**src/rtl/funct_decode_seq_pkg.sv**
```systemverilog
// Shared encodings for funct_decode_seq: funct fields, ALU op codes, HI/LO select, FSM states.
// FUNCT_DECODE_SEQ_DIV_EN adds the divide state.
package funct_decode_seq_pkg;

  localparam logic [5:0] FnSll     = 6'b000000;
  localparam logic [5:0] FnSrl     = 6'b000010;
  localparam logic [5:0] FnSra     = 6'b000011;
  localparam logic [5:0] FnJr      = 6'b001000;
  localparam logic [5:0] FnSyscall = 6'b001100;
  localparam logic [5:0] FnMfhi    = 6'b010000;
  localparam logic [5:0] FnMflo    = 6'b010010;
  localparam logic [5:0] FnMult    = 6'b011000;
  localparam logic [5:0] FnMultu   = 6'b011001;
  localparam logic [5:0] FnDiv     = 6'b011010;
  localparam logic [5:0] FnDivu    = 6'b011011;
  localparam logic [5:0] FnAdd     = 6'b100000;
  localparam logic [5:0] FnAddu    = 6'b100001;
  localparam logic [5:0] FnSub     = 6'b100010;
  localparam logic [5:0] FnSubu    = 6'b100011;
  localparam logic [5:0] FnAnd     = 6'b100100;
  localparam logic [5:0] FnOr      = 6'b100101;
  localparam logic [5:0] FnXor     = 6'b100110;
  localparam logic [5:0] FnNor     = 6'b100111;
  localparam logic [5:0] FnSlt     = 6'b101010;
  localparam logic [5:0] FnSltu    = 6'b101011;

  localparam logic [3:0] AluNone = 4'd0;
  localparam logic [3:0] AluAdd  = 4'd1;
  localparam logic [3:0] AluAddu = 4'd2;
  localparam logic [3:0] AluSub  = 4'd3;
  localparam logic [3:0] AluSubu = 4'd4;
  localparam logic [3:0] AluAnd  = 4'd5;
  localparam logic [3:0] AluOr   = 4'd6;
  localparam logic [3:0] AluXor  = 4'd7;
  localparam logic [3:0] AluNor  = 4'd8;
  localparam logic [3:0] AluSlt  = 4'd9;
  localparam logic [3:0] AluSltu = 4'd10;
  localparam logic [3:0] AluSll  = 4'd11;
  localparam logic [3:0] AluSrl  = 4'd12;
  localparam logic [3:0] AluSra  = 4'd13;

  localparam logic [1:0] HiloAlu = 2'b00;
  localparam logic [1:0] HiloHi  = 2'b01;
  localparam logic [1:0] HiloLo  = 2'b10;
  localparam logic [1:0] HiloIll = 2'b11;

  typedef enum logic [1:0] {
    StIdle,
    StMul,
    StFix
`ifdef FUNCT_DECODE_SEQ_DIV_EN
    , StDiv
`endif
  } state_e;

endpackage

```
**src/rtl/muldiv_iter.sv**
```systemverilog
// Iterative shift-add multiplier and restoring divider sharing one 2*WIDTH accumulator.
// Divider logic exists only when FUNCT_DECODE_SEQ_DIV_EN is defined.
module muldiv_iter #(
  parameter int unsigned WIDTH = 32
) (
  input  logic             clk,
  input  logic             rst,
  input  logic             start,
  input  logic             step,
`ifdef FUNCT_DECODE_SEQ_DIV_EN
  input  logic             is_div,
`endif
  input  logic             is_signed,
  input  logic [WIDTH-1:0] op_a,
  input  logic [WIDTH-1:0] op_b,
  output logic             last,
  output logic [WIDTH-1:0] res_hi,
  output logic [WIDTH-1:0] res_lo
);

  localparam int unsigned CntW = $clog2(WIDTH) + 1;

  logic [2*WIDTH-1:0] acc_q, acc_d;
  logic [WIDTH-1:0]   dsr_q, dsr_d;
  logic [CntW-1:0]    cnt_q, cnt_d;
  logic               neg_res_q, neg_res_d;
  logic               a_neg, b_neg;
  logic [WIDTH-1:0]   a_mag, b_mag;
  logic [WIDTH:0]     sum;
  logic [2*WIDTH-1:0] prod;
`ifdef FUNCT_DECODE_SEQ_DIV_EN
  logic               div_q, div_d;
  logic               zero_q, zero_d;
  logic               neg_rem_q, neg_rem_d;
  logic [WIDTH:0]     shifted, diff;
  logic [WIDTH-1:0]   quot, rem;
`endif

  assign a_neg = is_signed & op_a[WIDTH-1];
  assign b_neg = is_signed & op_b[WIDTH-1];
  assign a_mag = a_neg ? -op_a : op_a;
  assign b_mag = b_neg ? -op_b : op_b;
  assign last  = (cnt_q == CntW'(WIDTH - 1));

  // Low half starts as multiplier / dividend; high half accumulates product / remainder.
  always_comb begin
    acc_d     = acc_q;
    dsr_d     = dsr_q;
    cnt_d     = cnt_q;
    neg_res_d = neg_res_q;
    sum       = {1'b0, acc_q[2*WIDTH-1:WIDTH]} + {1'b0, (acc_q[0] ? dsr_q : '0)};
`ifdef FUNCT_DECODE_SEQ_DIV_EN
    div_d     = div_q;
    zero_d    = zero_q;
    neg_rem_d = neg_rem_q;
    shifted   = acc_q[2*WIDTH-1:WIDTH-1];
    diff      = shifted - {1'b0, dsr_q};
`endif
    if (start) begin
      acc_d     = {{WIDTH{1'b0}}, a_mag};
      dsr_d     = b_mag;
      cnt_d     = '0;
      neg_res_d = a_neg ^ b_neg;
`ifdef FUNCT_DECODE_SEQ_DIV_EN
      div_d     = is_div;
      zero_d    = (op_b == '0);
      neg_rem_d = a_neg;
`endif
    end else if (step) begin
      cnt_d = cnt_q + CntW'(1);
`ifdef FUNCT_DECODE_SEQ_DIV_EN
      if (div_q) begin
        if (shifted >= {1'b0, dsr_q}) begin
          acc_d = {diff[WIDTH-1:0], acc_q[WIDTH-2:0], 1'b1};
        end else begin
          acc_d = {shifted[WIDTH-1:0], acc_q[WIDTH-2:0], 1'b0};
        end
      end else begin
        acc_d = {sum, acc_q[WIDTH-1:1]};
      end
`else
      acc_d = {sum, acc_q[WIDTH-1:1]};
`endif
    end
  end

  always_comb begin
    prod   = neg_res_q ? -acc_q : acc_q;
    res_hi = prod[2*WIDTH-1:WIDTH];
    res_lo = prod[WIDTH-1:0];
`ifdef FUNCT_DECODE_SEQ_DIV_EN
    quot = acc_q[WIDTH-1:0];
    rem  = acc_q[2*WIDTH-1:WIDTH];
    if (div_q) begin
      // Divide by zero leaves |dividend| in rem, so sign restore gives the dividend back.
      res_lo = zero_q ? '1 : (neg_res_q ? -quot : quot);
      res_hi = neg_rem_q ? -rem : rem;
    end
`endif
  end

  always_ff @(posedge clk) begin
    if (rst) begin
      acc_q     <= '0;
      dsr_q     <= '0;
      cnt_q     <= '0;
      neg_res_q <= 1'b0;
`ifdef FUNCT_DECODE_SEQ_DIV_EN
      div_q     <= 1'b0;
      zero_q    <= 1'b0;
      neg_rem_q <= 1'b0;
`endif
    end else begin
      acc_q     <= acc_d;
      dsr_q     <= dsr_d;
      cnt_q     <= cnt_d;
      neg_res_q <= neg_res_d;
`ifdef FUNCT_DECODE_SEQ_DIV_EN
      div_q     <= div_d;
      zero_q    <= zero_d;
      neg_rem_q <= neg_rem_d;
`endif
    end
  end

endmodule

```
**src/rtl/funct_decode_seq.sv**
```systemverilog
// R-type funct decoder with a sequenced multiply (and optional divide) unit owning HI/LO.
// Define FUNCT_DECODE_SEQ_DIV_EN to enable DIV/DIVU.
module funct_decode_seq
  import funct_decode_seq_pkg::*;
#(
  parameter int unsigned WIDTH = 32,
  parameter int unsigned OPW   = 4
) (
  input  logic             clk,
  input  logic             rst,
  input  logic             valid_in,
  input  logic [5:0]       funct,
  input  logic [WIDTH-1:0] rs_val,
  input  logic [WIDTH-1:0] rt_val,
  output logic [OPW-1:0]   alu_op,
  output logic             is_jr,
  output logic             is_syscall,
  output logic             is_shamt,
  output logic [1:0]       hilo_sel,
  output logic             out_valid,
  output logic             stall,
  output logic [WIDTH-1:0] hi,
  output logic [WIDTH-1:0] lo
);

  state_e state_q, state_d;

  logic [OPW-1:0]   alu_op_q, alu_op_d;
  logic             jr_q, jr_d, sys_q, sys_d, shamt_q, shamt_d;
  logic [1:0]       sel_q, sel_d;
  logic             valid_q, valid_d;
  logic [WIDTH-1:0] hi_q, hi_d, lo_q, lo_d;

  logic [3:0]       dec_alu;
  logic             dec_jr, dec_sys, dec_shamt, dec_mul, dec_signed;
  logic [1:0]       dec_sel;
`ifdef FUNCT_DECODE_SEQ_DIV_EN
  logic             dec_div;
`endif

  logic             md_start, md_step, md_last;
  logic [WIDTH-1:0] md_hi, md_lo;

  always_comb begin
    dec_alu    = AluNone;
    dec_jr     = 1'b0;
    dec_sys    = 1'b0;
    dec_shamt  = 1'b0;
    dec_sel    = HiloAlu;
    dec_mul    = 1'b0;
    dec_signed = 1'b0;
`ifdef FUNCT_DECODE_SEQ_DIV_EN
    dec_div    = 1'b0;
`endif
    case (funct)
      FnAdd:     dec_alu = AluAdd;
      FnAddu:    dec_alu = AluAddu;
      FnSub:     dec_alu = AluSub;
      FnSubu:    dec_alu = AluSubu;
      FnAnd:     dec_alu = AluAnd;
      FnOr:      dec_alu = AluOr;
      FnXor:     dec_alu = AluXor;
      FnNor:     dec_alu = AluNor;
      FnSlt:     dec_alu = AluSlt;
      FnSltu:    dec_alu = AluSltu;
      FnSll:     begin dec_alu = AluSll; dec_shamt = 1'b1; end
      FnSrl:     begin dec_alu = AluSrl; dec_shamt = 1'b1; end
      FnSra:     begin dec_alu = AluSra; dec_shamt = 1'b1; end
      FnJr:      dec_jr  = 1'b1;
      FnSyscall: dec_sys = 1'b1;
      FnMfhi:    dec_sel = HiloHi;
      FnMflo:    dec_sel = HiloLo;
      FnMult:    begin dec_mul = 1'b1; dec_signed = 1'b1; end
      FnMultu:   dec_mul = 1'b1;
`ifdef FUNCT_DECODE_SEQ_DIV_EN
      FnDiv:     begin dec_div = 1'b1; dec_signed = 1'b1; end
      FnDivu:    dec_div = 1'b1;
`endif
      default:   dec_sel = HiloIll;
    endcase
  end

  // Instructions are only taken in idle; anything presented while busy is dropped.
  always_comb begin
    state_d  = state_q;
    hi_d     = hi_q;
    lo_d     = lo_q;
    md_start = 1'b0;
    valid_d  = 1'b0;
    alu_op_d = '0;
    jr_d     = 1'b0;
    sys_d    = 1'b0;
    shamt_d  = 1'b0;
    sel_d    = HiloAlu;
    case (state_q)
      StIdle: begin
        if (valid_in) begin
          valid_d  = 1'b1;
          alu_op_d = OPW'(dec_alu);
          jr_d     = dec_jr;
          sys_d    = dec_sys;
          shamt_d  = dec_shamt;
          sel_d    = dec_sel;
          if (dec_mul) begin
            md_start = 1'b1;
            state_d  = StMul;
          end
`ifdef FUNCT_DECODE_SEQ_DIV_EN
          else if (dec_div) begin
            md_start = 1'b1;
            state_d  = StDiv;
          end
`endif
        end
      end
      StMul: begin
        if (md_last) state_d = StFix;
      end
`ifdef FUNCT_DECODE_SEQ_DIV_EN
      StDiv: begin
        if (md_last) state_d = StFix;
      end
`endif
      StFix: begin
        hi_d    = md_hi;
        lo_d    = md_lo;
        state_d = StIdle;
      end
      default: state_d = StIdle;
    endcase
  end

  always_comb begin
`ifdef FUNCT_DECODE_SEQ_DIV_EN
    md_step = (state_q == StMul) || (state_q == StDiv);
`else
    md_step = (state_q == StMul);
`endif
  end

  muldiv_iter #(
    .WIDTH(WIDTH)
  ) u_muldiv_iter (
    .clk      (clk),
    .rst      (rst),
    .start    (md_start),
    .step     (md_step),
`ifdef FUNCT_DECODE_SEQ_DIV_EN
    .is_div   (dec_div),
`endif
    .is_signed(dec_signed),
    .op_a     (rs_val),
    .op_b     (rt_val),
    .last     (md_last),
    .res_hi   (md_hi),
    .res_lo   (md_lo)
  );

  always_ff @(posedge clk) begin
    if (rst) begin
      state_q  <= StIdle;
      valid_q  <= 1'b0;
      alu_op_q <= '0;
      jr_q     <= 1'b0;
      sys_q    <= 1'b0;
      shamt_q  <= 1'b0;
      sel_q    <= HiloAlu;
      hi_q     <= '0;
      lo_q     <= '0;
    end else begin
      state_q  <= state_d;
      valid_q  <= valid_d;
      alu_op_q <= alu_op_d;
      jr_q     <= jr_d;
      sys_q    <= sys_d;
      shamt_q  <= shamt_d;
      sel_q    <= sel_d;
      hi_q     <= hi_d;
      lo_q     <= lo_d;
    end
  end

  assign alu_op     = alu_op_q;
  assign is_jr      = jr_q;
  assign is_syscall = sys_q;
  assign is_shamt   = shamt_q;
  assign hilo_sel   = sel_q;
  assign out_valid  = valid_q;
  assign stall      = (state_q != StIdle);
  assign hi         = hi_q;
  assign lo         = lo_q;

endmodule

```
**config.mk**
```make
export PLATFORM = sky130hd
export DESIGN_NAME = funct_decode_seq
export DESIGN_NICKNAME = d
export VERILOG_FILES = /design/src/rtl/funct_decode_seq_pkg.sv /design/src/rtl/muldiv_iter.sv /design/src/rtl/funct_decode_seq.sv
export SDC_FILE = /design/constraint.sdc
export NUM_CORES = 1
export LEC_CHECK = 0
export ABC_CLOCK_PERIOD_IN_PS = 8450
export CAP_MARGIN = 20
export CELL_PAD_IN_SITES_DETAIL_PLACEMENT = 1
export CELL_PAD_IN_SITES_GLOBAL_PLACEMENT = 1
export CORE_MARGIN = 1.5
export CORE_UTILIZATION = 45
export CTS_CLUSTER_DIAMETER = 100
export DETAILED_ROUTE_END_ITERATION = 6
export PLACE_DENSITY_LB_ADDON = 0.1
export SLEW_MARGIN = 20
export SYNTH_ARGS = -nofsm -noshare
export SYNTH_HDL_FRONTEND = slang
export SYNTH_SLANG_ARGS = --single-unit
```
**constraint.sdc**
```tcl
create_clock -name clk -period 8.45 [get_ports clk]
set_input_delay 1.2675 -clock clk [delete_from_list [all_inputs] [get_ports clk]]
set_output_delay 1.2675 -clock clk [all_outputs]
set_load 0.01 [all_outputs]
```
==> results.yml <==
synth:
  syn_nets: 1532
  synth_edf_count: 0
  yosysTopAreaCell: "dfxtp_1"
  synthMostInstantiatedCell: "nand2_1"
  synth_commonest_cells: "190 x nand2_1, 179 x dfxtp_1, 156 x nor2_1"
  ys_seq_elements: 179
  ys_seq_area_frac: 0.324
  ys_warn_count: 0
  syn_area_um2: 11100
  synth.distinct_cells: 69
  synthTopCellsByArea: "dfxtp_1 32%, xor2_1 6.7%, nand2_1 6.4%, nor2_1 5.3%, o21ai_0 4.7%"
  synth_top_area_frac: 0.324
  async_reset_ff_frac: 0
  synthCells: 1422
  syn_area_per_cell_um2: 7.79
  synth_flop_cell: "dfxtp_1"
timing:
  period_share: 0.482
  rsz0062_at_grt: "false"
  hold_violations: 0
  setup_violations: 0
  relSlewSlack: 0.364
  max_freq_mhz: 246
  worst_clock_skew_ns: 0.0146
  finalSetupTns_ns: 0
  slew_viol_final: 0
  setup_ws_ns: 4.38
  hold_slack_ns: 0.452
  period_minus_slack_ns: 4.07
  tightest_slew_ns: 0.954
critical_path:
  crit_type: "primary input to flip-flop"
  r2r_end: "u_muldiv_iter.acc_q[61]"
  cp.required_ns: 8.74
  r2r_start: "u_muldiv_iter.acc_q[0]"
  critPathLaunchType: "primary input"
  cp-end-kind: "flip-flop"
  worstPathArrival_ns: 4.37
  worst_r2r_path_depth: 11
  critical_path.max_fanout: 63
  regToRegSetupSlack_ns: 4.52
detailed_routing:
  dr.pass1.iters: 5
  wl_per_cell_um: 18.2
  ant_nets: 0
  num_vias: 10562
  drt_iter0_markers: 547
  drt-total-wl_um: 33600
  drc_errors: 0
  viasPerCell: 5.72
job:
  maxCapViolations: 0
hold_path:
  hp-start: "hi[22]"
  worstHoldPathCells: 2
  min_to: "hi[22]"
  hold_class: "flip-flop to flip-flop"
global_routing:
  grt_max_degree: 64
  grt_overflow: 0
  grt_pass1_vias: 10455
  antenna_found_initial: 0
  grtUsageTotal: 0.262
  grt_pass1_wl_um: 54500
finish:
  layout.nets: 1621
  area_delta_synth_final_pct: 20.3
  multiInputGateArea_um2: 7100
  fin_util: 0.549
  fillers: 2958
  diodes: 0
  final_cell_area_um2: 13300
  seq_area_um2: 3580
  layout-drive-gt1-share: 0.0518
clocking:
  cts_root_buffer: "clkbuf_16"
  clk_pin_slew_ns: 0.08
  clock_latency_ns: 0.44
  cts-buffers-inserted: 17
  postCtsSetupBuffers: 0
  cts_tree: "built"
  htree_levels: 4
  clock_path_buffers: 2
  cts_sinks: 179
  post_cts_resized: 0
  cts_hold_buf: 0
floorplanning:
  num_rows: 57
  dieWidth_um: 160
  initial_utilization: 0.457
  die_area_um2: 25600
  pin_count: 148
  die_y_um: 160
  core_area_um2: 24200
power_and_ir_drop:
  p_leak_nw: 4.82
  peakVddDrop_v: 0.000121
  power_density_nw_per_um2: 140
place:
  pre_cts_ws_ns: 3.91
  port_buffers: 147
  dpl_cell_area_um2: 12700
  dp_hpwl_um: 25300
  gp_congestion: 0.902
run_status:
  status: "complete, no violations"
cells in the final DEF (no fill, tap or decap), types with 23 or more instances in the layout:
cell type / n
o31ai_1: 29
o21ai_0: 105
and2_1: 38
a21oi_1: 75
clkdlybuf4s50_1: 146
dfxtp_1: 178
a211oi_1: 52
or3_1: 23
nor2_1: 154
xor2_1: 85
nor3_1: 28
xnor2_1: 54
ha_1: 36
inv_1: 23
a311oi_1: 28
nand2_1: 190
per-layer routing:
layer | track usage | vias to the layer above | wire length [um]
met5 | 0 | - | 0
met3 | 0.0408 | 24 | 1590
li1 | - | 5269 | -
met4 | 0.0531 | 0 | 305
met1 | 0.367 | 5036 | 16400
met2 | 0.426 | 233 | 15300
worst max-delay path, stage by stage:
cell,delay [ns]
clkdlybuf4s50_1,0.58
nor2_1,0.36
nor4bb_4,0.35
buf_4,0.53
or2_2,0.57
nor2_1,0.36
a22oi_1,0.22
o21ai_0,0.10
state kept, by name, summed over array words and instances (netlist names):
name	count
is_shamt	1
state_q	2
alu_op	4
hilo_sel	2
is_jr	1
hi	32
u_muldiv_iter.cnt_q	6
lo	32
out_valid	1
u_muldiv_iter.neg_res_q	1
is_syscall	1
u_muldiv_iter.dsr_q	32
u_muldiv_iter.acc_q	64
area by class of cell:
| cell class | count | share of cell area |
|---|---|---|
| sequential | 179 | 0.269 |
| clock buffer | 19 | 0.0340 |
| multi-input combinational | 1134 | 0.533 |
| tap | 324 | 0.0304 |
| inverter | 23 | 0.00648 |
| clock inverter | 13 | 0.0119 |
| timing repair buffer | 156 | 0.115 |
per-stage QoR:
stage | instances | total power, W
global route | 1848 | 0.00192
detailed placement | 1816 | 0.00104
CTS | 1848 | 0.00187
global placement | 1816 | 0.00104
floorplan | 1422 | 0.000965
finish | 1848 | 0.00186
worst max path at each step:
| stage | endpoint | from | cells after the start | slack [ns] |
|---|---|---|---|---|
| after floorplan | u_muldiv_iter.acc_q[23] | rs_val[10] | 7 | 5.29 |
| after global placement | u_muldiv_iter.acc_q[62] | funct[2] | 8 | 4.01 |
| after detailed placement | u_muldiv_iter.acc_q[62] | funct[2] | 8 | 3.91 |
| after CTS | u_muldiv_iter.acc_q[62] | funct[2] | 8 | 4.39 |
| after global routing | u_muldiv_iter.acc_q[62] | funct[2] | 8 | 4.08 |
| final | u_muldiv_iter.acc_q[62] | funct[2] | 8 | 4.38 |
logic make-up after synthesis:
family,synth area share
buffers and inverters,0.0380
adder cells (fa/ha/maj),0.0425
AO/OA/AOI/OAI,0.232
XOR/XNOR,0.110
flip-flops,0.324
AND/OR/NAND/NOR,0.244
multiplexers,0.00994
where the power goes:
group / switching, W / internal, W / leakage [nW] / total (W)
Clock: 0.000381 / 0.000462 / 0.295 / 0.000843
Sequential: 0.00000644 / 0.000848 / 1.44 / 0.000855
Combinational: 0.0000968 / 0.0000685 / 3.09 / 0.000165
Total: 0.000484 / 0.00138 / 4.82 / 0.00186
Note: power is estimated with default switching activity, not from simulation.
